**src/rtl/wb_commit_unit_pkg.sv**
```systemverilog
// rtl/wb_commit_unit_pkg.sv - shared CPU types and widths for the write-back/commit stage
package wb_commit_unit_pkg;

   localparam int REG_ADDR_W = 6;
   localparam int DATA_W     = 32;

   typedef enum logic [0:0] {
      RUN   = 1'b0,
      FLUSH = 1'b1
   } commit_state_t;

   function automatic logic [DATA_W-1:0] wb_data_sel(
      input logic              pc_to_reg,
      input logic              mem_to_reg,
      input logic [DATA_W-1:0] pc_plus1,
      input logic [DATA_W-1:0] mem_data,
      input logic [DATA_W-1:0] alu_data
   );
      if (pc_to_reg)
         return pc_plus1;
      else if (mem_to_reg)
         return mem_data;
      else
         return alu_data;
   endfunction

endpackage

```
**src/rtl/wb_commit_unit_if.sv**
```systemverilog
// rtl/wb_commit_unit_if.sv - EX/WB pipeline register bundle seen by the commit stage
interface wb_commit_unit_if;
   import wb_commit_unit_pkg::*;

   logic                  wb_valid;
   logic                  RegWrt;
   logic                  MemToReg;
   logic                  PCtoReg;
   logic                  Branching;
   logic                  BranchZero;
   logic                  Jump;
   logic                  JumpMem;
   logic                  N;
   logic                  Z;
   logic [DATA_W-1:0]     ALUResult;
   logic [DATA_W-1:0]     DataMemOutput;
   logic [DATA_W-1:0]     offset;
   logic [DATA_W-1:0]     pc_plus1;
   logic [REG_ADDR_W-1:0] rd;

   modport master (
      output wb_valid, RegWrt, MemToReg, PCtoReg,
      output Branching, BranchZero, Jump, JumpMem, N, Z,
      output ALUResult, DataMemOutput, offset, pc_plus1, rd
   );

   modport slave (
      input wb_valid, RegWrt, MemToReg, PCtoReg,
      input Branching, BranchZero, Jump, JumpMem, N, Z,
      input ALUResult, DataMemOutput, offset, pc_plus1, rd
   );

endinterface

```
**src/rtl/wb_redirect_sel.sv**
```systemverilog
// rtl/wb_redirect_sel.sv - combinational control-transfer taken/target priority logic
module wb_redirect_sel
   import wb_commit_unit_pkg::*;
(
   input  logic              branching,
   input  logic              branch_zero,
   input  logic              jump,
   input  logic              jump_mem,
   input  logic              n,
   input  logic              z,
   input  logic [DATA_W-1:0] alu_result,
   input  logic [DATA_W-1:0] mem_data,
   input  logic [DATA_W-1:0] offset,
   output logic              taken,
   output logic [DATA_W-1:0] target
);

   always_comb begin
      taken  = 1'b0;
      target = '0;
      if (jump_mem) begin
         taken  = 1'b1;
         target = mem_data;
      end else if (jump) begin
         taken  = 1'b1;
         target = alu_result;
      end else if (branching && (branch_zero ? z : n)) begin
         taken  = 1'b1;
         target = offset;
      end
   end

endmodule

```
**src/rtl/wb_commit_unit.sv**
```systemverilog
// rtl/wb_commit_unit.sv - write-back select, PC redirect and post-redirect squash window
module wb_commit_unit
   import wb_commit_unit_pkg::*;
#(
   parameter int FLUSH_DEPTH = 3,
   parameter int CNT_W       = 32
) (
   input  logic                  clk,
   input  logic                  rst,
   wb_commit_unit_if.slave       exwb,
   output logic                  rf_we,
   output logic [REG_ADDR_W-1:0] rf_waddr,
   output logic [DATA_W-1:0]     rf_wdata,
   output logic                  redirect_valid,
   output logic [DATA_W-1:0]     redirect_pc,
   output logic                  flushing,
   output logic [CNT_W-1:0]      retired_cnt,
   output logic [CNT_W-1:0]      redirect_cnt
);

   localparam logic [3:0] FLUSH_INIT = 4'(FLUSH_DEPTH);

   commit_state_t     state, state_n;
   logic [3:0]        squash_cnt, squash_cnt_n;
   logic              live;
   logic              taken;
   logic [DATA_W-1:0] target;

   assign flushing = (state == FLUSH);
   assign live     = exwb.wb_valid && !flushing;

   wb_redirect_sel u_redirect_sel (
      .branching   (exwb.Branching),
      .branch_zero (exwb.BranchZero),
      .jump        (exwb.Jump),
      .jump_mem    (exwb.JumpMem),
      .n           (exwb.N),
      .z           (exwb.Z),
      .alu_result  (exwb.ALUResult),
      .mem_data    (exwb.DataMemOutput),
      .offset      (exwb.offset),
      .taken       (taken),
      .target      (target)
   );

   always_ff @(posedge clk) begin
      if (rst) begin
         state      <= RUN;
         squash_cnt <= '0;
      end else begin
         state      <= state_n;
         squash_cnt <= squash_cnt_n;
      end
   end

   // The window counts wall-clock cycles, so bubbles inside it still consume it.
   always_comb begin
      state_n      = state;
      squash_cnt_n = squash_cnt;
      case (state)
         RUN: begin
            if (live && taken) begin
               state_n      = FLUSH;
               squash_cnt_n = FLUSH_INIT;
            end
         end
         FLUSH: begin
            squash_cnt_n = squash_cnt - 4'd1;
            if (squash_cnt == 4'd1)
               state_n = RUN;
         end
         default: state_n = RUN;
      endcase
   end

   always_ff @(posedge clk) begin
      if (rst) begin
         rf_we          <= 1'b0;
         rf_waddr       <= '0;
         rf_wdata       <= '0;
         redirect_valid <= 1'b0;
         redirect_pc    <= '0;
         retired_cnt    <= '0;
         redirect_cnt   <= '0;
      end else begin
         rf_we          <= live && exwb.RegWrt;
         rf_waddr       <= exwb.rd;
         rf_wdata       <= wb_data_sel(exwb.PCtoReg, exwb.MemToReg, exwb.pc_plus1,
                                       exwb.DataMemOutput, exwb.ALUResult);
         redirect_valid <= live && taken;
         redirect_pc    <= target;
         if (live)
            retired_cnt <= retired_cnt + 1'b1;
         if (live && taken)
            redirect_cnt <= redirect_cnt + 1'b1;
      end
   end

endmodule

```
**src/flat_wrapper.sv**
```systemverilog
// flat-port wrapper written by rule: the top's interface ports become plain ports
module wb_commit_unit_flat import wb_commit_unit_pkg::*;
#(
   parameter int FLUSH_DEPTH = 3,
   parameter int CNT_W       = 32
)
  (clk, rst, rf_we, rf_waddr, rf_wdata, redirect_valid, redirect_pc, flushing, retired_cnt, redirect_cnt, exwb_wb_valid, exwb_RegWrt, exwb_MemToReg, exwb_PCtoReg, exwb_Branching, exwb_BranchZero, exwb_Jump, exwb_JumpMem, exwb_N, exwb_Z, exwb_ALUResult, exwb_DataMemOutput, exwb_offset, exwb_pc_plus1, exwb_rd);
  wb_commit_unit_if exwb_i ();
  input  logic clk;
  input  logic rst;
  output logic rf_we;
  output logic [REG_ADDR_W-1:0] rf_waddr;
  output logic [DATA_W-1:0] rf_wdata;
  output logic redirect_valid;
  output logic [DATA_W-1:0] redirect_pc;
  output logic flushing;
  output logic [CNT_W-1:0] retired_cnt;
  output logic [CNT_W-1:0] redirect_cnt;
  input wire logic [$bits(exwb_i.wb_valid)-1:0] exwb_wb_valid;
  input wire logic [$bits(exwb_i.RegWrt)-1:0] exwb_RegWrt;
  input wire logic [$bits(exwb_i.MemToReg)-1:0] exwb_MemToReg;
  input wire logic [$bits(exwb_i.PCtoReg)-1:0] exwb_PCtoReg;
  input wire logic [$bits(exwb_i.Branching)-1:0] exwb_Branching;
  input wire logic [$bits(exwb_i.BranchZero)-1:0] exwb_BranchZero;
  input wire logic [$bits(exwb_i.Jump)-1:0] exwb_Jump;
  input wire logic [$bits(exwb_i.JumpMem)-1:0] exwb_JumpMem;
  input wire logic [$bits(exwb_i.N)-1:0] exwb_N;
  input wire logic [$bits(exwb_i.Z)-1:0] exwb_Z;
  input wire logic [$bits(exwb_i.ALUResult)-1:0] exwb_ALUResult;
  input wire logic [$bits(exwb_i.DataMemOutput)-1:0] exwb_DataMemOutput;
  input wire logic [$bits(exwb_i.offset)-1:0] exwb_offset;
  input wire logic [$bits(exwb_i.pc_plus1)-1:0] exwb_pc_plus1;
  input wire logic [$bits(exwb_i.rd)-1:0] exwb_rd;
  assign exwb_i.wb_valid = exwb_wb_valid;
  assign exwb_i.RegWrt = exwb_RegWrt;
  assign exwb_i.MemToReg = exwb_MemToReg;
  assign exwb_i.PCtoReg = exwb_PCtoReg;
  assign exwb_i.Branching = exwb_Branching;
  assign exwb_i.BranchZero = exwb_BranchZero;
  assign exwb_i.Jump = exwb_Jump;
  assign exwb_i.JumpMem = exwb_JumpMem;
  assign exwb_i.N = exwb_N;
  assign exwb_i.Z = exwb_Z;
  assign exwb_i.ALUResult = exwb_ALUResult;
  assign exwb_i.DataMemOutput = exwb_DataMemOutput;
  assign exwb_i.offset = exwb_offset;
  assign exwb_i.pc_plus1 = exwb_pc_plus1;
  assign exwb_i.rd = exwb_rd;
  wb_commit_unit #(.FLUSH_DEPTH(FLUSH_DEPTH), .CNT_W(CNT_W)) u_core (.clk(clk), .rst(rst), .exwb(exwb_i), .rf_we(rf_we), .rf_waddr(rf_waddr), .rf_wdata(rf_wdata), .redirect_valid(redirect_valid), .redirect_pc(redirect_pc), .flushing(flushing), .retired_cnt(retired_cnt), .redirect_cnt(redirect_cnt));
endmodule
```
**config.mk**
```make
export PLATFORM = sky130hd
export DESIGN_NAME = wb_commit_unit_flat
export DESIGN_NICKNAME = d
export VERILOG_FILES = /design/src/rtl/wb_commit_unit_pkg.sv /design/src/rtl/wb_commit_unit_if.sv /design/src/rtl/wb_redirect_sel.sv /design/src/rtl/wb_commit_unit.sv /design/src/flat_wrapper.sv
export SDC_FILE = /design/constraint.sdc
export NUM_CORES = 1
export LEC_CHECK = 0
export CAP_MARGIN = 10
export CORE_UTILIZATION = 46
export DETAILED_ROUTE_END_ITERATION = 16
export GPL_TIMING_DRIVEN = 0
export PLACE_DENSITY = 0.91
export SLEW_MARGIN = 10
export SYNTH_ARGS = -nofsm -noshare
export SYNTH_HDL_FRONTEND = slang
export SYNTH_HIERARCHICAL = 1
export SYNTH_SLANG_ARGS = --single-unit
```
**constraint.sdc**
```tcl
create_clock -name clk -period 6 [get_ports clk]
set_clock_uncertainty 0.1 [all_clocks]
set_input_delay 1.8 -clock clk [delete_from_list [all_inputs] [get_ports clk]]
set_output_delay 1.8 -clock clk [all_outputs]
set_load 0.1 [all_outputs]
```
== Word level (Yosys, flattened, before mapping) ==
Cells that the tools add are included.
Word-level totals
  bits in registers: 141
  bits of input ports: 146
  output and inout bits: 137
Cells by class
  add/sub/neg operators: 3
  eq/ne operators: 2
  muxes and demuxes: 14
  bitwise operators: 1
  reduce and logical (&&, ||, !) cells: 5
Operator list (count)
  32-bit two-way mux: 5
  32-bit by 1-bit adder with 32-bit output, second input constant: 2
  4-bit case mux with 2 select lines: 1
  1-bit two-way mux: 6
  4-bit by 1-bit == test with 1-bit output, second input constant: 1
  1-bit logical AND: 4
  4-bit two-way mux: 1
  4-bit by 1-bit subtractor with 4-bit output, second input constant: 1
  2-bit by 1-bit != test with 1-bit output, second input constant: 1
  1-bit case mux with 2 select lines: 1
  1-bit zero test: 1
  1-bit NOT: 1

== Longest topological paths before layout ==
  word-level depth: 8
  depth in mapped cells: 9
  mapped depth without buffers: 7

== Modules after synthesis ==
Netlist, hierarchy kept.
Modules (own cells, without submodules)
  wb_commit_unit: instances 1, cells an instance 649, area an instance 5830.6 um^2, sequential area each 2822.7 um^2
  wb_redirect_sel: instances 1, cells an instance 82, area an instance 639.4 um^2, sequential area each 0.0 um^2

== Worst setup path before layout ==
No wires, ideal clock.
  kind: input to register
  start point: input port exwb_BranchZero
  end point: register u_core.redirect_cnt[22]
  data arrival time: 3.525 ns
  required time: 5.830 ns
  setup slack: 2.305 ns
  stages: 8
  buffers on the path: 1
  cell sequence: mux2_4 -> nand2_1 -> nand2_1 -> nand4b_4 -> or4_1 -> buf_2 -> or4_1 -> a21oi_1
On the way
  word-level cells in the longest chain between the ends: 6
Ends and longest elaborated chain
  from (decl): line flat_wrapper.sv:24  | input wire logic [$bits(exwb_i.BranchZero)-1:0] exwb_BranchZero;
  1-bit two-way mux: line wb_redirect_sel.sv:27  | end else if (branching && (branch_zero ? z : n)) begin
  1-bit logical AND: line wb_redirect_sel.sv:27
  1-bit two-way mux: line wb_redirect_sel.sv:27
  1-bit two-way mux: line wb_redirect_sel.sv:24  | end else if (jump) begin
  1-bit two-way mux: line wb_redirect_sel.sv:21  | if (jump_mem) begin
  via u_core.taken: line wb_commit_unit.sv:26  | logic taken;
  1-bit logical AND: line wb_commit_unit.sv:94  | if (live && taken)
  to (signal assigned): line wb_commit_unit.sv:95  | redirect_cnt <= redirect_cnt + 1'b1;
  to (decl): line wb_commit_unit.sv:18  | output logic [CNT_W-1:0] redirect_cnt
The timed path passes the listed nets, and every way through them passes these cells.
A chain may end at the register's enable or synchronous reset.

== Worst setup path after layout ==
  start point: register u_core.retired_cnt[2]
  end point: output port retired_cnt[2]
RTL lines
  from (decl): line wb_commit_unit.sv:17  | output logic [CNT_W-1:0] retired_cnt,
  from (signal assigned): line wb_commit_unit.sv:93  | retired_cnt <= retired_cnt + 1'b1;
  to (decl): line flat_wrapper.sv:17  | output logic [CNT_W-1:0] retired_cnt;
No word-level cell between the ends.

==> flow_summary.toml <==
[timing]
setup_viol = 0
setup-tns-final_ns = 0
hold_ws_ns = 0.382
period_share = 0.678
hold_viol_final = 0
rsz0062_at_grt = "false"
slew_headroom = 0.279
layout_setup_ws_ns = 1.93
max_freq_mhz = 246
slew_viol_final = 0
tightest_slew_ns = 1.08
fin_crit_ns = 4.07

[finish]
syn2layout_area_growth_pct = 56.4
antenna_cells = 0
drive_gt1_frac = 0.0624
postLayoutCoreUtil = 0.752
finalInstanceArea_um2 = 10100
layout_common_cells = "clkdlybuf4s50_1 (279), dfxtp_1 (141), nor2_1 (99)"
final_nets = 1179
layout_commonest_cell = "clkdlybuf4s50_1"

[placed_design]
dp_hpwl_mm = 16.7
post-place-ws_ns = 1.65
gp_congestion = 0.920
placed_area_um2 = 9480
numPortBuffers = 279

[yosys]
synth_cells = 731
synth_area_leaders = "dfxtp_1 (44%), nor2_1 (5.7%), a21oi_1 (5.3%), mux2i_1 (5.1%), nor2b_1 (4.7%)"
synthArstFlopShare = 0
synth_area_um2 = 6470
synth_seq_cells = 141
synth_ff_type = "dfxtp_1"
yosysUniqueCellTypes = 43
syn-num-nets = 881
yosysWarnings = 6
syn-mean-instance-area_um2 = 8.85
yosysTopAreaCellShare = 0.436
synth_edf_count = 0
synth.yosys.seq_area_share = 0.436
yosys.area.top_type = "dfxtp_1"

[status]
outcome = "completed"

[worst_setup_path]
slowest_delay_ns = 1.22
start_kind = "flip-flop"
cp.required_ns = 4.10
cp_cell_sequence = "clkdlybuf4s50_1"
crit_start = "u_core/retired_cnt[2]"
cpMaxStageDelayCell = "clkdlybuf4s50_1"
crit_fanout = 8
crit_type = "flip-flop to output port"
rrSetupSlack_ns = 3.61
cp-end-kind = "output port"
worstReg2RegStart = "u_core/redirect_cnt[0]"
critical_path.top_delay_family = "buffers and inverters"
cp_num_buf_inv = 1
cp_data_arrival_time_ns = 2.17

[floorplan]
die_y_um = 121
ios = 283
rows = 42
start_util = 0.481
die_x_um = 121
core_um2 = 13500
die_area_um2 = 14500

[clocking]
cts_root_buffer = "clkbuf_16"
hold_buffers = 0
cts_setup_buffers = 0
cts_made_buffers = 17
cts_resized = 0
clk_pin_slew_ns = 0.05
cts_tree = "yes"
cts_sinks = 141
worstSkewPairLatency_ns = 0.43
cts.path.max_buffers = 2
htreeDepth = 4

[global_route]
grtUsageTotal = 0.306
grt_overflow = 0
grt_pass1_vias = 6728
grt_antenna_before_repair = 0
grt_max_degree = 17
grt_pass1_wl_mm = 34.1

[routing]
finalWirelength_mm = 22.2
drc = 0
drtIter0Drc = 476
postRouteAntennaNets = 0
num_vias = 6910
wire_per_inst_um = 18.2
viasPerCell = 5.67
drtPass1Iterations = 5

[hold_path]
worstHoldStart = "u_core/squash_cnt[3]"
hp-class = "flip-flop to flip-flop"

[power]
power_density_nw_per_um2 = 268
leakage_nw = 3.91
vdd.ir_drop.worst_uv = 200

[job]
maxCapViolCount = 0
## area by class of cell
class | count | area, µm²
multi-input combinational | 533 | 3370
fill | 946 | 3330
sequential | 141 | 2820
timing repair buffer | 279 | 2790
clock buffer | 23 | 508
buffer | 48 | 241
tap | 176 | 220
clock inverter | 9 | 131
inverter | 9 | 33.8
## path summary, 6_finish.rpt
check	to	depth (start not counted)
max reg2reg	u_core/redirect_cnt[22]	6
max	retired_cnt[2]	1
min	u_core/squash_cnt[3]	1
min reg2reg	u_core/squash_cnt[3]	1
## per-layer routing
| layer | up-vias | track usage | wire length (µm) |
|---|---|---|---|
| li1 | 3220 | - | - |
| met1 | 3301 | 0.313 | 7900 |
| met2 | 330 | 0.567 | 11800 |
| met3 | 59 | 0.0774 | 1580 |
| met4 | 0 | 0.162 | 949 |
| met5 | - | 0 | 0 |
## power by group
group,total (mW),switching (mW),leakage (nW),internal (mW)
sequential,0.992,0.0170,1.15,0.975
combinational,0.598,0.389,2.45,0.210
clock,1.12,0.403,0.307,0.719
## registers in the layout, indices dropped and copies added (netlist names)
register,cells
u_core/rf_wdata,32
u_core/rf_waddr,6
u_core/redirect_cnt,32
u_core/rf_we,1
u_core/flushing,1
u_core/retired_cnt,32
u_core/redirect_valid,1
u_core/redirect_pc,32
u_core/squash_cnt,4
## stage by stage
step           total power [mW]  instances
3_5_place_dp               1.60       1186
4_1_cts                    2.72       1218
2_1_floorplan              1.39        731
5_1_grt                    2.79       1218
3_3_place_gp               1.60       1186
6_report                   2.71       1218
## worst register-to-register path, delay by kind of cell, from the launching register on
kind | cells | cell delay (ns)
and+or+nand+nor | 3 | 1.18
AOI/OAI and AO/OA | 1 | 0.16
DFF | 1 | 0.46
adders and majority gates | 1 | 0.24
buffers and inverters | 1 | 0.19
## cells in the mapped netlist, types with 2 or more instances
| cell type | count |
|---|---|
| and3b_1 | 2 |
| ha_1 | 4 |
| a22o_1 | 31 |
| buf_1 | 7 |
| nor2_1 | 99 |
| or3_2 | 2 |
| or2_2 | 3 |
| nor3_1 | 9 |
| or4_1 | 22 |
| nor4_1 | 4 |
| nand4_1 | 19 |
| buf_2 | 5 |
| nor2b_1 | 49 |
| o21ai_0 | 14 |
| buf_6 | 6 |
| o31ai_1 | 18 |
| mux2_2 | 10 |
| xnor2_1 | 8 |
| inv_1 | 9 |
| a211oi_1 | 2 |
| xor2_1 | 12 |
| and4b_1 | 2 |
| mux2i_1 | 33 |
| dfxtp_1 | 141 |
| or3_1 | 14 |
| and3_1 | 6 |
| nand2_1 | 33 |
| a21o_1 | 32 |
| a21oi_1 | 69 |
| and4_1 | 8 |
| clkbuf_1 | 29 |
| nand3_1 | 18 |
## logic make-up after synthesis
group	after synthesis	synth area share
adders and majority gates	4	0.00774
AOI/OAI and AO/OA	168	0.169
DFF	141	0.436
xor gates and xnor gates	20	0.0271
and+or+nand+nor	297	0.246
muxes	44	0.0708
buffers and inverters	57	0.0425
Note: power is estimated with default switching activity, not from simulation.
